**src/rtl/addsub_issue.sv**
```systemverilog
// addsub_issue: queues {a,b,m} requests in a small FIFO, issues them one at a
// time to an external combinational 2-bit add/sub slice, and captures the
// slice result (plus a sign flag) in a valid/ready output register.
module addsub_issue #(
  parameter int DEPTH = 4
) (
  input  logic       clk,
  input  logic       rst,
  input  logic       in_valid,
  output logic       in_ready,
  input  logic [1:0] in_a,
  input  logic [1:0] in_b,
  input  logic       in_m,
  output logic [1:0] as_a,
  output logic [1:0] as_b,
  output logic       as_m,
  input  logic [1:0] as_s,
  input  logic       as_cout,
  output logic       out_valid,
  input  logic       out_ready,
  output logic [1:0] out_s,
  output logic       out_cout,
  output logic       out_neg
);

  localparam int PTR_W = (DEPTH > 1) ? $clog2(DEPTH) : 1;
  localparam int CNT_W = $clog2(DEPTH + 1);
  localparam logic [CNT_W-1:0] FULL_CNT = CNT_W'(DEPTH);

  localparam logic [1:0] ST_IDLE  = 2'd0;
  localparam logic [1:0] ST_ISSUE = 2'd1;
  localparam logic [1:0] ST_HOLD  = 2'd2;

  // FIFO storage: one entry is {a, b, m}
  logic [4:0]       mem_q [DEPTH];
  logic [PTR_W-1:0] wr_ptr_q, wr_ptr_d;
  logic [PTR_W-1:0] rd_ptr_q, rd_ptr_d;
  logic [CNT_W-1:0] cnt_q, cnt_d;

  logic [1:0] state_q, state_d;
  logic [1:0] as_a_q, as_a_d;
  logic [1:0] as_b_q, as_b_d;
  logic       as_m_q, as_m_d;
  logic       out_valid_q, out_valid_d;
  logic [1:0] out_s_q, out_s_d;
  logic       out_cout_q, out_cout_d;
  logic       out_neg_q, out_neg_d;

  logic full;
  logic empty;
  logic push;
  logic pop;

  assign full     = (cnt_q == FULL_CNT);
  assign empty    = (cnt_q == '0);
  assign in_ready = !full;
  assign push     = in_valid && in_ready;

  assign as_a      = as_a_q;
  assign as_b      = as_b_q;
  assign as_m      = as_m_q;
  assign out_valid = out_valid_q;
  assign out_s     = out_s_q;
  assign out_cout  = out_cout_q;
  assign out_neg   = out_neg_q;

  // Issue FSM: decides when to pop the FIFO and when to capture the slice result
  always_comb begin
    state_d     = state_q;
    pop         = 1'b0;
    as_a_d      = as_a_q;
    as_b_d      = as_b_q;
    as_m_d      = as_m_q;
    out_valid_d = out_valid_q;
    out_s_d     = out_s_q;
    out_cout_d  = out_cout_q;
    out_neg_d   = out_neg_q;
    case (state_q)
      ST_IDLE: begin
        if (!empty) begin
          pop     = 1'b1;
          state_d = ST_ISSUE;
        end
      end
      ST_ISSUE: begin
        // Slice has had a full cycle to settle on the registered operands.
        out_s_d     = as_s;
        out_cout_d  = as_cout;
        out_neg_d   = as_m_q && (as_a_q < as_b_q);
        out_valid_d = 1'b1;
        state_d     = ST_HOLD;
      end
      ST_HOLD: begin
        if (out_ready) begin
          out_valid_d = 1'b0;
          if (!empty) begin
            pop     = 1'b1;
            state_d = ST_ISSUE;
          end else begin
            state_d = ST_IDLE;
          end
        end
      end
      default: begin
        state_d = ST_IDLE;
      end
    endcase
    // Operand register only changes when a request leaves the FIFO.
    if (pop) begin
      {as_a_d, as_b_d, as_m_d} = mem_q[rd_ptr_q];
    end
  end

  // FIFO pointer and occupancy bookkeeping
  always_comb begin
    wr_ptr_d = wr_ptr_q;
    rd_ptr_d = rd_ptr_q;
    cnt_d    = cnt_q;
    if (push) begin
      wr_ptr_d = wr_ptr_q + PTR_W'(1);
    end
    if (pop) begin
      rd_ptr_d = rd_ptr_q + PTR_W'(1);
    end
    case ({push, pop})
      2'b10:   cnt_d = cnt_q + CNT_W'(1);
      2'b01:   cnt_d = cnt_q - CNT_W'(1);
      default: cnt_d = cnt_q;
    endcase
  end

  // FIFO entry write; contents need no reset since count gates every read
  always_ff @(posedge clk) begin
    if (push) begin
      mem_q[wr_ptr_q] <= {in_a, in_b, in_m};
    end
  end

  // State registers with synchronous reset
  always_ff @(posedge clk) begin
    if (rst) begin
      state_q     <= ST_IDLE;
      wr_ptr_q    <= '0;
      rd_ptr_q    <= '0;
      cnt_q       <= '0;
      as_a_q      <= '0;
      as_b_q      <= '0;
      as_m_q      <= 1'b0;
      out_valid_q <= 1'b0;
      out_s_q     <= '0;
      out_cout_q  <= 1'b0;
      out_neg_q   <= 1'b0;
    end else begin
      state_q     <= state_d;
      wr_ptr_q    <= wr_ptr_d;
      rd_ptr_q    <= rd_ptr_d;
      cnt_q       <= cnt_d;
      as_a_q      <= as_a_d;
      as_b_q      <= as_b_d;
      as_m_q      <= as_m_d;
      out_valid_q <= out_valid_d;
      out_s_q     <= out_s_d;
      out_cout_q  <= out_cout_d;
      out_neg_q   <= out_neg_d;
    end
  end

endmodule

```
**config.mk**
```make
export PLATFORM = sky130hd
export DESIGN_NAME = addsub_issue
export DESIGN_NICKNAME = d
export VERILOG_FILES = /design/src/rtl/addsub_issue.sv
export SDC_FILE = /design/constraint.sdc
export NUM_CORES = 1
export LEC_CHECK = 0
export BUFFER_PORTS_ARGS = -buffer_cell sky130_fd_sc_hd__clkbuf_2
export CORE_AREA = 10 10 82 70
export DETAILED_ROUTE_END_ITERATION = 10
export DIE_AREA = 0 0 92 80
export SYNTH_ARGS = -nofsm -noshare
export SYNTH_HDL_FRONTEND = slang
export SYNTH_SLANG_ARGS = --single-unit
```
**constraint.sdc**
```tcl
create_clock -name clk -period 3.2 [get_ports clk]
set_clock_uncertainty 0.05 [all_clocks]
set_input_delay 0.32 -clock clk [delete_from_list [all_inputs] [get_ports clk]]
set_output_delay 0.32 -clock clk [all_outputs]
set_load 0.1 [all_outputs]
```
==> Implementation_results.wiki <==
{| class="wikitable"
! Metric !! Value
|-
| Post-synth EDFFs || 20
|-
| Predominant post-synthesis flop cell || sky130_fd_sc_hd__edfxtp_1
|-
| Number of failing hold endpoints at the final stage || 0
|-
| Critical path type || flip-flop to flip-flop
|-
| Via count of the first global-routing pass || ~1100
|-
| Crit path capture type || flip-flop
|-
| Final period util || 0.747
|-
| Die X || just over 90 um
|-
| CTS sink count || 39
|-
| Detail-routed via count per cell || around 4.8
|-
| Detailed-route via count || 982
|-
| Setup repair after global routing missed its margin || no
|-
| Highest ir drop seen on vdd || around 0.58 mV
|-
| Setup TNS after final layout || 0 ps
|-
| Insertion delay to the later sink of the worst-skew pair || between 200 and 300 ps
|-
| Commonest non-fill, non-tap cell in the layout || sky130_fd_sc_hd__clkbuf_2
|-
| Effective utilization at floorplan || 0.405
|-
| Area of the die || 7360 um^2
|-
| Post-cts repair resize count || 0
|-
| H-Tree Level Count || 2
|-
| Required arrival time at the worst endpoint || 3360 ps
|-
| Post-DP HPWL || roughly 2.2 mm
|-
| Area grow syn2layout || 15.3%
|-
| Worst setup path endpoint || cnt_q[2]
|-
| Hold slack final || 202 ps
|-
| Count of yosys warnings during synthesis || 0
|-
| Leakage component of the power || ~0.70 nW
|-
| Nets@finish || 166
|-
| Cts bufs inserted || 5
|-
| Placer's final routability congestion estimate || 0.692
|-
| Cell mode on critical path || sky130_fd_sc_hd__nor3_2
|-
| Yosys top cell area share || 0.362
|-
| Cell area after synthesis || 1660 um^2
|-
| Wire per inst || between 10 and 15 um
|-
| Maximum number of pins on one net before global-route repair || 21
|-
| Max-capacitance violation count || 0
|-
| Count of pins on the block boundary || 23
|-
| Share of async-settable or async-resettable flops after synthesis || 0
|-
| Cell count after synthesis || about 120
|-
| Ant diodes || 0
|-
| Number of max-slew violations in the final report || 0
|-
| Post-synthesis average cell area || between 10 and 15 um^2
|-
| Reg2reg start || cnt_q[1]
|-
| Top cell family by delay on the critical path || simple AND/OR/NAND/NOR gates
|-
| Antenna Violating Nets Remaining || 0
|-
| Setup slack, reg-to-reg || between 800 and 900 ps
|-
| Buffer levels on the longest clock path || 2
|-
| Type of the worst min-delay path || input port to flip-flop
|-
| Worst setup path startpoint || cnt_q[1]
|-
| Maximum clock frequency || ~420 MHz
|-
| Initial antenna violation count || 0
|-
| Setup violations, final || 0
|-
| Highest fanout seen on the critical path || 6
|-
| Overall routing resource usage || 0.0855
|-
| Clock input transition at the sequential cells of the worst setup and hold paths || roughly 70 ps
|-
| Core utilization of the finished layout || 0.467
|-
| R2R cell count || 7
|-
| Arrival time at the worst endpoint || 2550 ps
|-
| Most frequent cells in the layout || sky130_fd_sc_hd__clkbuf_2 (22), sky130_fd_sc_hd__edfxtp_1 (20), sky130_fd_sc_hd__dfxtp_1 (19), sky130_fd_sc_hd__nand2_1 (9), sky130_fd_sc_hd__a21oi_1 (8)
|-
| Seq cells post-synth || 39
|-
| Clock tree from TritonCTS || yes
|-
| Worst-Margin Slew || ~550 ps
|-
| Series of cell instances along the critical path || nor3_2, nor3_2, ha_1, fa_1, xnor2_1, or3_2, a21oi_1
|-
| Buffers added on ports || 22
|-
| Number of DRC violations after detailed-routing iteration 0 || 35
|-
| Post-layout min period || 2390 ps
|-
| Result of the run || completed
|-
| Synthesized Nets || 143
|-
| Power Density || just under 1000 nW/um^2
|-
| Overflow after GRT || 0
|-
| Number of distinct standard cells referenced by the synthesized netlist || 35
|-
| Std-Cell Core Area || 4100 um^2
|-
| Fill cell total of the finished layout || 396
|-
| Library cell occupying the most area in the post-synthesis netlist || sky130_fd_sc_hd__edfxtp_1
|-
| Top cells by area in the synthesized netlist || sky130_fd_sc_hd__edfxtp_1 (36%), sky130_fd_sc_hd__dfxtp_1 (23%), sky130_fd_sc_hd__mux4_2 (6.8%), sky130_fd_sc_hd__ha_1 (4.5%), sky130_fd_sc_hd__nand2b_1 (2.6%)
|-
| Capturing point of the worst reg2reg path || cnt_q[2]
|-
| Wire length of the first global-routing pass || about 5.0 mm
|-
| Sequential share of the synthesized area || 0.591
|-
| WP depth || 7
|-
| Residual DRC || 0
|-
| Fraction of final layout cells sized beyond drive strength 1 || 0.297
|-
| Worst path buffer plus inverter count || 0
|-
| CTS root buf || sky130_fd_sc_hd__clkbuf_8
|-
| Setup crit start kind || flip-flop
|-
| Standard-cell row count || 21
|-
| Delay of the slowest cell on the worst path || 420 ps
|-
| Detailed-router iteration count before antenna repair || 4
|-
| Final wirelength || about 3 mm
|-
| Setup Fix Bufs, Post-CTS || 0
|-
| Die H || around 80 um
|-
| Hold_buf cts || 0
|-
| Slew margin rel. || 0.634
|-
| Cell with the biggest individual delay on the critical path || sky130_fd_sc_hd__nor3_2
|}
[area by class of cell]
class | count | area, um^2 | share of cell area
multi-input combinational | 74 | 626 | 0.327
timing repair buffer | 22 | 110 | 0.0576
clock inverter | 1 | 30.0 | 0.0157
inverter | 5 | 18.8 | 0.00981
clock buffer | 7 | 76.3 | 0.0399
tap | 57 | 71.3 | 0.0373
sequential | 39 | 981 | 0.513
[registers in the layout (all words and copies together), names as in the netlist]
signal and flops:
mem_q 20, cnt_q 3, as_a 2, as_b 2, out_s 2, rd_ptr_q 2
state_q 2, wr_ptr_q 2, as_m 1, out_cout 1, out_neg 1, out_valid 1
[synthesized netlist by cell type (2+ instances only)]
cell and instances:
sky130_fd_sc_hd__nand2b_1 7, sky130_fd_sc_hd__inv_1 5, sky130_fd_sc_hd__nand2_1 9, sky130_fd_sc_hd__and3_2 4, sky130_fd_sc_hd__nor2_1 4, sky130_fd_sc_hd__a21oi_1 8, sky130_fd_sc_hd__a21o_1 2, sky130_fd_sc_hd__nor2b_1 3
sky130_fd_sc_hd__nand3_1 2, sky130_fd_sc_hd__nor3_2 2, sky130_fd_sc_hd__ha_1 6, sky130_fd_sc_hd__dfxtp_1 19, sky130_fd_sc_hd__a21oi_2 2, sky130_fd_sc_hd__o2bb2ai_1 5, sky130_fd_sc_hd__mux4_2 5, sky130_fd_sc_hd__buf_2 3
sky130_fd_sc_hd__edfxtp_1 20
[per-stage QoR]
stage / setup slack [ps] / total power, mW / area, um^2 / std cells
after floorplan: 954 / 1.36 / 1660 / 124
after global placement: 911 / 1.47 / 1810 / 197
after detailed placement: 824 / 1.50 / 1810 / 197
after CTS: 800 / 1.89 / 1910 / 205
after global routing: 711 / 1.97 / 1910 / 205
final: 811 / 1.87 / 1910 / 205
[report_power, final]
group | switching, mW | internal (mW) | leakage (nW) | total (mW)
combinational | 0.543 | 0.209 | 0.313 | 0.752
clock | 0.159 | 0.233 | 0.0524 | 0.392
sequential | 0.0952 | 0.628 | 0.339 | 0.724
total | 0.797 | 1.07 | 0.704 | 1.87
[worst min-delay path by stage]
| stage | from | endpoint | cells past startpoint | slack [ps] |
|---|---|---|---|---|
| final | in_b[0] | mem_q[2][1] | 1 | 200 |
| after global routing | in_b[1] | mem_q[1][2] | 1 | 190 |
| after CTS | in_a[1] | mem_q[0][4] | 1 | 200 |
| after detailed placement | out_neg | out_neg | 2 | 400 |
| after global placement | out_s[1] | out_s[1] | 2 | 390 |
| after floorplan | rst | state_q[0] | 1 | 360 |
[kinds of logic after synthesis]
| kind of cell | synth area share |
|---|---|
| xor gates and xnor gates | 0.0106 |
| and+or+nand+nor | 0.144 |
| AOI/OAI and AO/OA | 0.0845 |
| muxes | 0.0807 |
| buffers and inverters | 0.0317 |
| adders and majority gates | 0.0573 |
| DFF | 0.591 |
[worst register-to-register path: cells and delay by family, from the launching register on]
family,cells,cell delay [ps]
AO/OA/AOI/OAI,1,140
XOR/XNOR,1,160
adder cells (fa/ha/maj),2,640
flip-flops,1,350
AND/OR/NAND/NOR,3,990
[layer usage]
layer | track usage | wire [um]
met1 | 0.0945 | 1330
met2 | 0.135 | 1360
met3 | 0.0451 | 200
met4 | 0.0369 | 44
met5 | 0 | 0
Note: power is estimated with default switching activity, not from simulation.
